$ cat src/rtl/dcache_req_scheduler.sv
// rtl/dcache_req_scheduler.sv - in-order D-cache request scheduler with set-index hazard and slot tracking
// Optional performance counters: DCACHE_SCHED_PERF_CNT_EN
module dcache_req_scheduler #(
  parameter int ADDR_WIDTH  = 64,
  parameter int ID_WIDTH    = 16,
  parameter int INDEX_WIDTH = 4,
  parameter int MAX_OUTST   = 4,
  localparam int SLOT_W     = (MAX_OUTST > 1) ? $clog2(MAX_OUTST) : 1
) (
  input  logic                            clk,
  input  logic                            rst_n,
  input  logic                            fifo_empty_i,
  input  logic [ADDR_WIDTH+ID_WIDTH:0]    fifo_rdata_i,
  output logic                            fifo_rden_o,
  output logic                            issue_valid_o,
  input  logic                            issue_ready_i,
  output logic                            issue_rw_o,
  output logic [ID_WIDTH-1:0]             issue_id_o,
  output logic [ADDR_WIDTH-1:0]           issue_addr_o,
  output logic [SLOT_W-1:0]               issue_slot_o,
  input  logic                            done_valid_i,
  input  logic [SLOT_W-1:0]               done_slot_i,
`ifdef DCACHE_SCHED_PERF_CNT_EN
  output logic [31:0]                     perf_issue_cnt_o,
  output logic [31:0]                     perf_stall_cnt_o,
`endif
  output logic                            busy_o
);

  localparam int REQ_W = ADDR_WIDTH + ID_WIDTH + 1;

  typedef enum logic [1:0] {S_IDLE, S_FETCH, S_CHECK, S_ISSUE} state_t;

  state_t                 state;
  state_t                 state_nxt;
  logic [REQ_W-1:0]       req_q;
  logic [SLOT_W-1:0]      slot_q;
  logic [MAX_OUTST-1:0]   slot_occ;
  logic [INDEX_WIDTH-1:0] slot_idx [MAX_OUTST];
  logic [INDEX_WIDTH-1:0] req_index;
  logic                   hazard;
  logic                   has_free;
  logic [SLOT_W-1:0]      free_slot;
  logic                   check_go;
  logic                   handshake;
  logic                   done_in_range;

  assign req_index     = req_q[INDEX_WIDTH-1:0];
  assign done_in_range = int'(done_slot_i) < MAX_OUTST;

  // Hazard and free-slot search look only at registered slot state; descending scan leaves the lowest free slot.
  always_comb begin
    hazard    = 1'b0;
    has_free  = 1'b0;
    free_slot = '0;
    for (int i = MAX_OUTST - 1; i >= 0; i--) begin
      if (slot_occ[i] && (slot_idx[i] == req_index)) begin
        hazard = 1'b1;
      end
      if (!slot_occ[i]) begin
        has_free  = 1'b1;
        free_slot = SLOT_W'(i);
      end
    end
  end

  assign check_go  = (state == S_CHECK) && !hazard && has_free;
  assign handshake = (state == S_ISSUE) && issue_ready_i;

  always_ff @(posedge clk) begin
    if (!rst_n) begin
      state <= S_IDLE;
    end else begin
      state <= state_nxt;
    end
  end

  always_comb begin
    state_nxt = state;
    case (state)
      S_IDLE:  if (!fifo_empty_i) state_nxt = S_FETCH;
      S_FETCH: state_nxt = S_CHECK;
      S_CHECK: if (check_go) state_nxt = S_ISSUE;
      S_ISSUE: if (issue_ready_i) state_nxt = S_IDLE;
      default: state_nxt = S_IDLE;
    endcase
  end

  // The pop strobe is gated by reset so the FIFO is never drained while the block is held.
  always_comb begin
    fifo_rden_o   = rst_n && (state == S_IDLE) && !fifo_empty_i;
    issue_valid_o = (state == S_ISSUE);
    busy_o        = (state != S_IDLE) || (|slot_occ);
  end

  always_ff @(posedge clk) begin
    if (!rst_n) begin
      req_q  <= '0;
      slot_q <= '0;
    end else begin
      if (state == S_FETCH) begin
        req_q <= fifo_rdata_i;
      end
      if (check_go) begin
        slot_q <= free_slot;
      end
    end
  end

  // Retire first, allocate second: the allocated slot was free, so a same-slot done is spurious.
  always_ff @(posedge clk) begin
    if (!rst_n) begin
      slot_occ <= '0;
      for (int i = 0; i < MAX_OUTST; i++) begin
        slot_idx[i] <= '0;
      end
    end else begin
      if (done_valid_i && done_in_range) begin
        slot_occ[done_slot_i] <= 1'b0;
      end
      if (handshake) begin
        slot_occ[slot_q] <= 1'b1;
        slot_idx[slot_q] <= req_index;
      end
    end
  end

  assign issue_rw_o   = req_q[REQ_W-1];
  assign issue_id_o   = req_q[ADDR_WIDTH +: ID_WIDTH];
  assign issue_addr_o = req_q[ADDR_WIDTH-1:0];
  assign issue_slot_o = slot_q;

`ifdef DCACHE_SCHED_PERF_CNT_EN
  always_ff @(posedge clk) begin
    if (!rst_n) begin
      perf_issue_cnt_o <= '0;
      perf_stall_cnt_o <= '0;
    end else begin
      if (handshake) begin
        perf_issue_cnt_o <= perf_issue_cnt_o + 32'd1;
      end
      if ((state == S_CHECK) && !check_go) begin
        perf_stall_cnt_o <= perf_stall_cnt_o + 32'd1;
      end
    end
  end
`endif

endmodule

$ cat config.mk
export PLATFORM = sky130hd
export DESIGN_NAME = dcache_req_scheduler
export DESIGN_NICKNAME = d
export VERILOG_FILES = /design/src/rtl/dcache_req_scheduler.sv
export SDC_FILE = /design/constraint.sdc
export NUM_CORES = 1
export LEC_CHECK = 0
export ABC_AREA = 0
export BUFFER_PORTS_ARGS = -buffer_cell sky130_fd_sc_hd__clkbuf_2
export CAP_MARGIN = 10
export CORE_MARGIN = 2
export CORE_UTILIZATION = 50
export CTS_CLUSTER_SIZE = 12
export DETAILED_ROUTE_END_ITERATION = 7
export PLACE_DENSITY = 0.82
export SLEW_MARGIN = 20
export SYNTH_ARGS = -nofsm -noshare
export SYNTH_HDL_FRONTEND = slang
export SYNTH_SLANG_ARGS = --single-unit
$ cat constraint.sdc
create_clock -name clk -period 5.3 [get_ports clk]
set_clock_uncertainty 0.05 [all_clocks]
set_input_delay 0.795 -clock clk [delete_from_list [all_inputs] [get_ports clk]]
set_output_delay 0.795 -clock clk [all_outputs]
set_load 0.02 [all_outputs]
==> results.sh <==
export IMPL_grt_overflow_total=0
export IMPL_syn_area_um2=4390
export IMPL_postCtsHoldBufs=0
export IMPL_hold_viol=0
export IMPL_grt_pass1_wl_um=15170
export IMPL_dieArea_um2=9546
export IMPL_setup_viol=0
export IMPL_ys_types=37
export IMPL_syn_area_per_cell_um2=11.32
export IMPL_die_w_um=97.71
export IMPL_endpoint_kind="output pin"
export IMPL_fin_nets=643
export IMPL_seq_area_frac_synth_pct=51.52
export IMPL_power_density_nw_per_um2=477.0
export IMPL_final_core_util_pct=63.46
export IMPL_leakage_nw=2.475
export IMPL_relSlewSlack_pct=50.99
export IMPL_avgViaCountPerCell=4.889
export IMPL_cts_buffers=9
export IMPL_clk_pin_slew_ns=0.10
export IMPL_die_y_um=97.71
export IMPL_syn_inst=388
export IMPL_fin_cells=664
export IMPL_cts_buffer_depth=2
export IMPL_critPathLaunchType="register"
export IMPL_status="complete, no violations"
export IMPL_post_cts_buffers=0
export IMPL_synth_nets=481
export IMPL_drt_pass1_iter_count=4
export IMPL_ys_ff_latch=105
export IMPL_rsz0062_at_grt="false"
export IMPL_ctsResizeCount=0
export IMPL_drc=0
export IMPL_first_iter_violations=99
export IMPL_dp_hpwl_um=6906
export IMPL_root_buffer="clkbuf_8"
export IMPL_hold_ws_ns=0.4730
export IMPL_top_layer_used="met4"
export IMPL_detailed_place_area_um2=5285
export IMPL_clk_latency_ns=0.36
export IMPL_required_ns=4.45
export IMPL_area_delta_synth_final_pct=24.82
export IMPL_start_util_pct=50.84
export IMPL_layout_drive_gt1_share_pct=36.22
export IMPL_cts_sinks=105
export IMPL_tightestPinTransition_ns=0.7352
export IMPL_arrival_ns=1.48
export IMPL_path_max_fanout=4
export IMPL_finalWorstSetupSlack_ns=2.971
export IMPL_grt_pass1_vias=3332
export IMPL_gp_congestion=0.7717
export IMPL_cts_tree="built"
export IMPL_yosysWarnings=0
export IMPL_routed_wl_met3_um=490
export IMPL_drt_wl_total_um=9445
export IMPL_final_common_cell="clkbuf_2"
export IMPL_dpl_worst_slack_ns=2.925
export IMPL_post_drt_wl_per_cell_um=14.22
export IMPL_vdd_ir_drop_max_v=0.0002527
export IMPL_track_usage_pct=19.46
export IMPL_rows=34
export IMPL_htree_levels=3
export IMPL_core_area_um2=8636
export IMPL_total_power_mw=2.614
export IMPL_grt_max_degree=82
export IMPL_slew_violations=0
export IMPL_max_cap_violations=0
export IMPL_via_count=3246
export IMPL_setup_tns_ns=0
export IMPL_path_class="reg2out"
export IMPL_drt_antenna_violating_nets=0
export IMPL_final_min_clock_period_ns=2.329
export IMPL_final_cell_mix="clkbuf_2, dfxtp_1, mux2i_1, nor2b_1, edfxtp_1"
export IMPL_hp_class="reg2reg"
export IMPL_wl_met1_um=3894
export IMPL_io_buffers=173
export IMPL_final_area_um2=5480
export IMPL_fmax_mhz=429.4
export IMPL_dp_cells=647
export IMPL_period_share_pct=43.94
export IMPL_io_pin_count=174
export IMPL_antenna_found_initial=1
export IMPL_dr_wl_met2_um=4869
[final timing paths]
check                           end  cells past startpoint                   start  slack, ns
max                     fifo_rden_o                      5   state[0]$_SDFFE_PN0P_       2.97
min          req_q[16]$_SDFFE_PN0N_                      2  req_q[16]$_SDFFE_PN0N_       0.47
max reg2reg  req_q[42]$_SDFFE_PN0N_                      5   state[1]$_SDFFE_PN0P_       2.98
min reg2reg  req_q[16]$_SDFFE_PN0N_                      2  req_q[16]$_SDFFE_PN0N_       0.47
[power by group]
part	total (mW)	internal (mW)	switching (mW)
registers	1.06	0.959	0.105
clock network	0.492	0.219	0.273
logic	1.06	0.459	0.599
[synth_stat cells, drive strengths merged]
library cell	n	area, um2
dfxtp	89	1782
mux2i	84	840.8
nor2b	81	506.7
and2	16	105.1
edfxtp	16	480.5
buf	15	100.1
nand2	15	56.30
xor2	12	105.1
clkbuf	9	33.78
ha	5	62.56
inv	5	18.76
nand3	5	30.03
nor3	4	20.02
xnor2	4	35.03
a31oi	3	25.02
o21ai	3	15.01
a31o	2	17.52
nand2b	2	12.51
nand3b	2	15.01
nand4	2	12.51
nor2	2	7.510
nor3b	2	20.02
nor4	2	12.51
a21boi	1	7.510
a22oi	1	21.27
and2b	1	7.510
and3	1	6.260
mux2	1	11.26
o211ai	1	7.510
o311ai	1	8.760
or3	1	6.260
[sequential cells by signal, indices dropped and copies added, names as in the netlist]
name and flops:
issue_slot_o 2, req_q 81, slot_idx 16, slot_occ 4, state 2
[routing by layer]
layer  vias to the layer above  track usage, %
li1                       1625               -
met1                      1511           21.63
met2                        95           36.02
met3                        15           4.532
met4                         0           7.265
met5                         -               0
[worst max-delay path: stages, from the launching register on]
cell and delay, ns:
dfxtp_1 0.38, inv_1 0.14, ha_1 0.28, nand2_1 0.09
nor2_1 0.09, clkbuf_2 0.17
[layout make-up]
cell class / count / area (um2)
antenna: 1 / 2.502
tap: 108 / 135.1
fill: 724 / 3156
multi-input combinational: 254 / 1988
clock buffer: 9 / 123.9
sequential: 105 / 2262
clock inverter: 7 / 68.82
inverter: 5 / 18.77
timing repair buffer: 175 / 880.8
[cell families (layout without fill, tap and decap cells)]
logic type	after synthesis	in the layout	synth area share [%]
AO/OA/AOI/OAI	12	12	2.337
XOR/XNOR	16	16	3.192
adder cells (fa/ha/maj)	5	5	1.425
buffers and inverters	29	196	3.476
flip-flops	105	105	51.52
multiplexers	85	85	19.41
other	0	1	0
AND/OR/NAND/NOR	136	136	18.64
No activity file was read; power rests on OpenSTA's default activity.
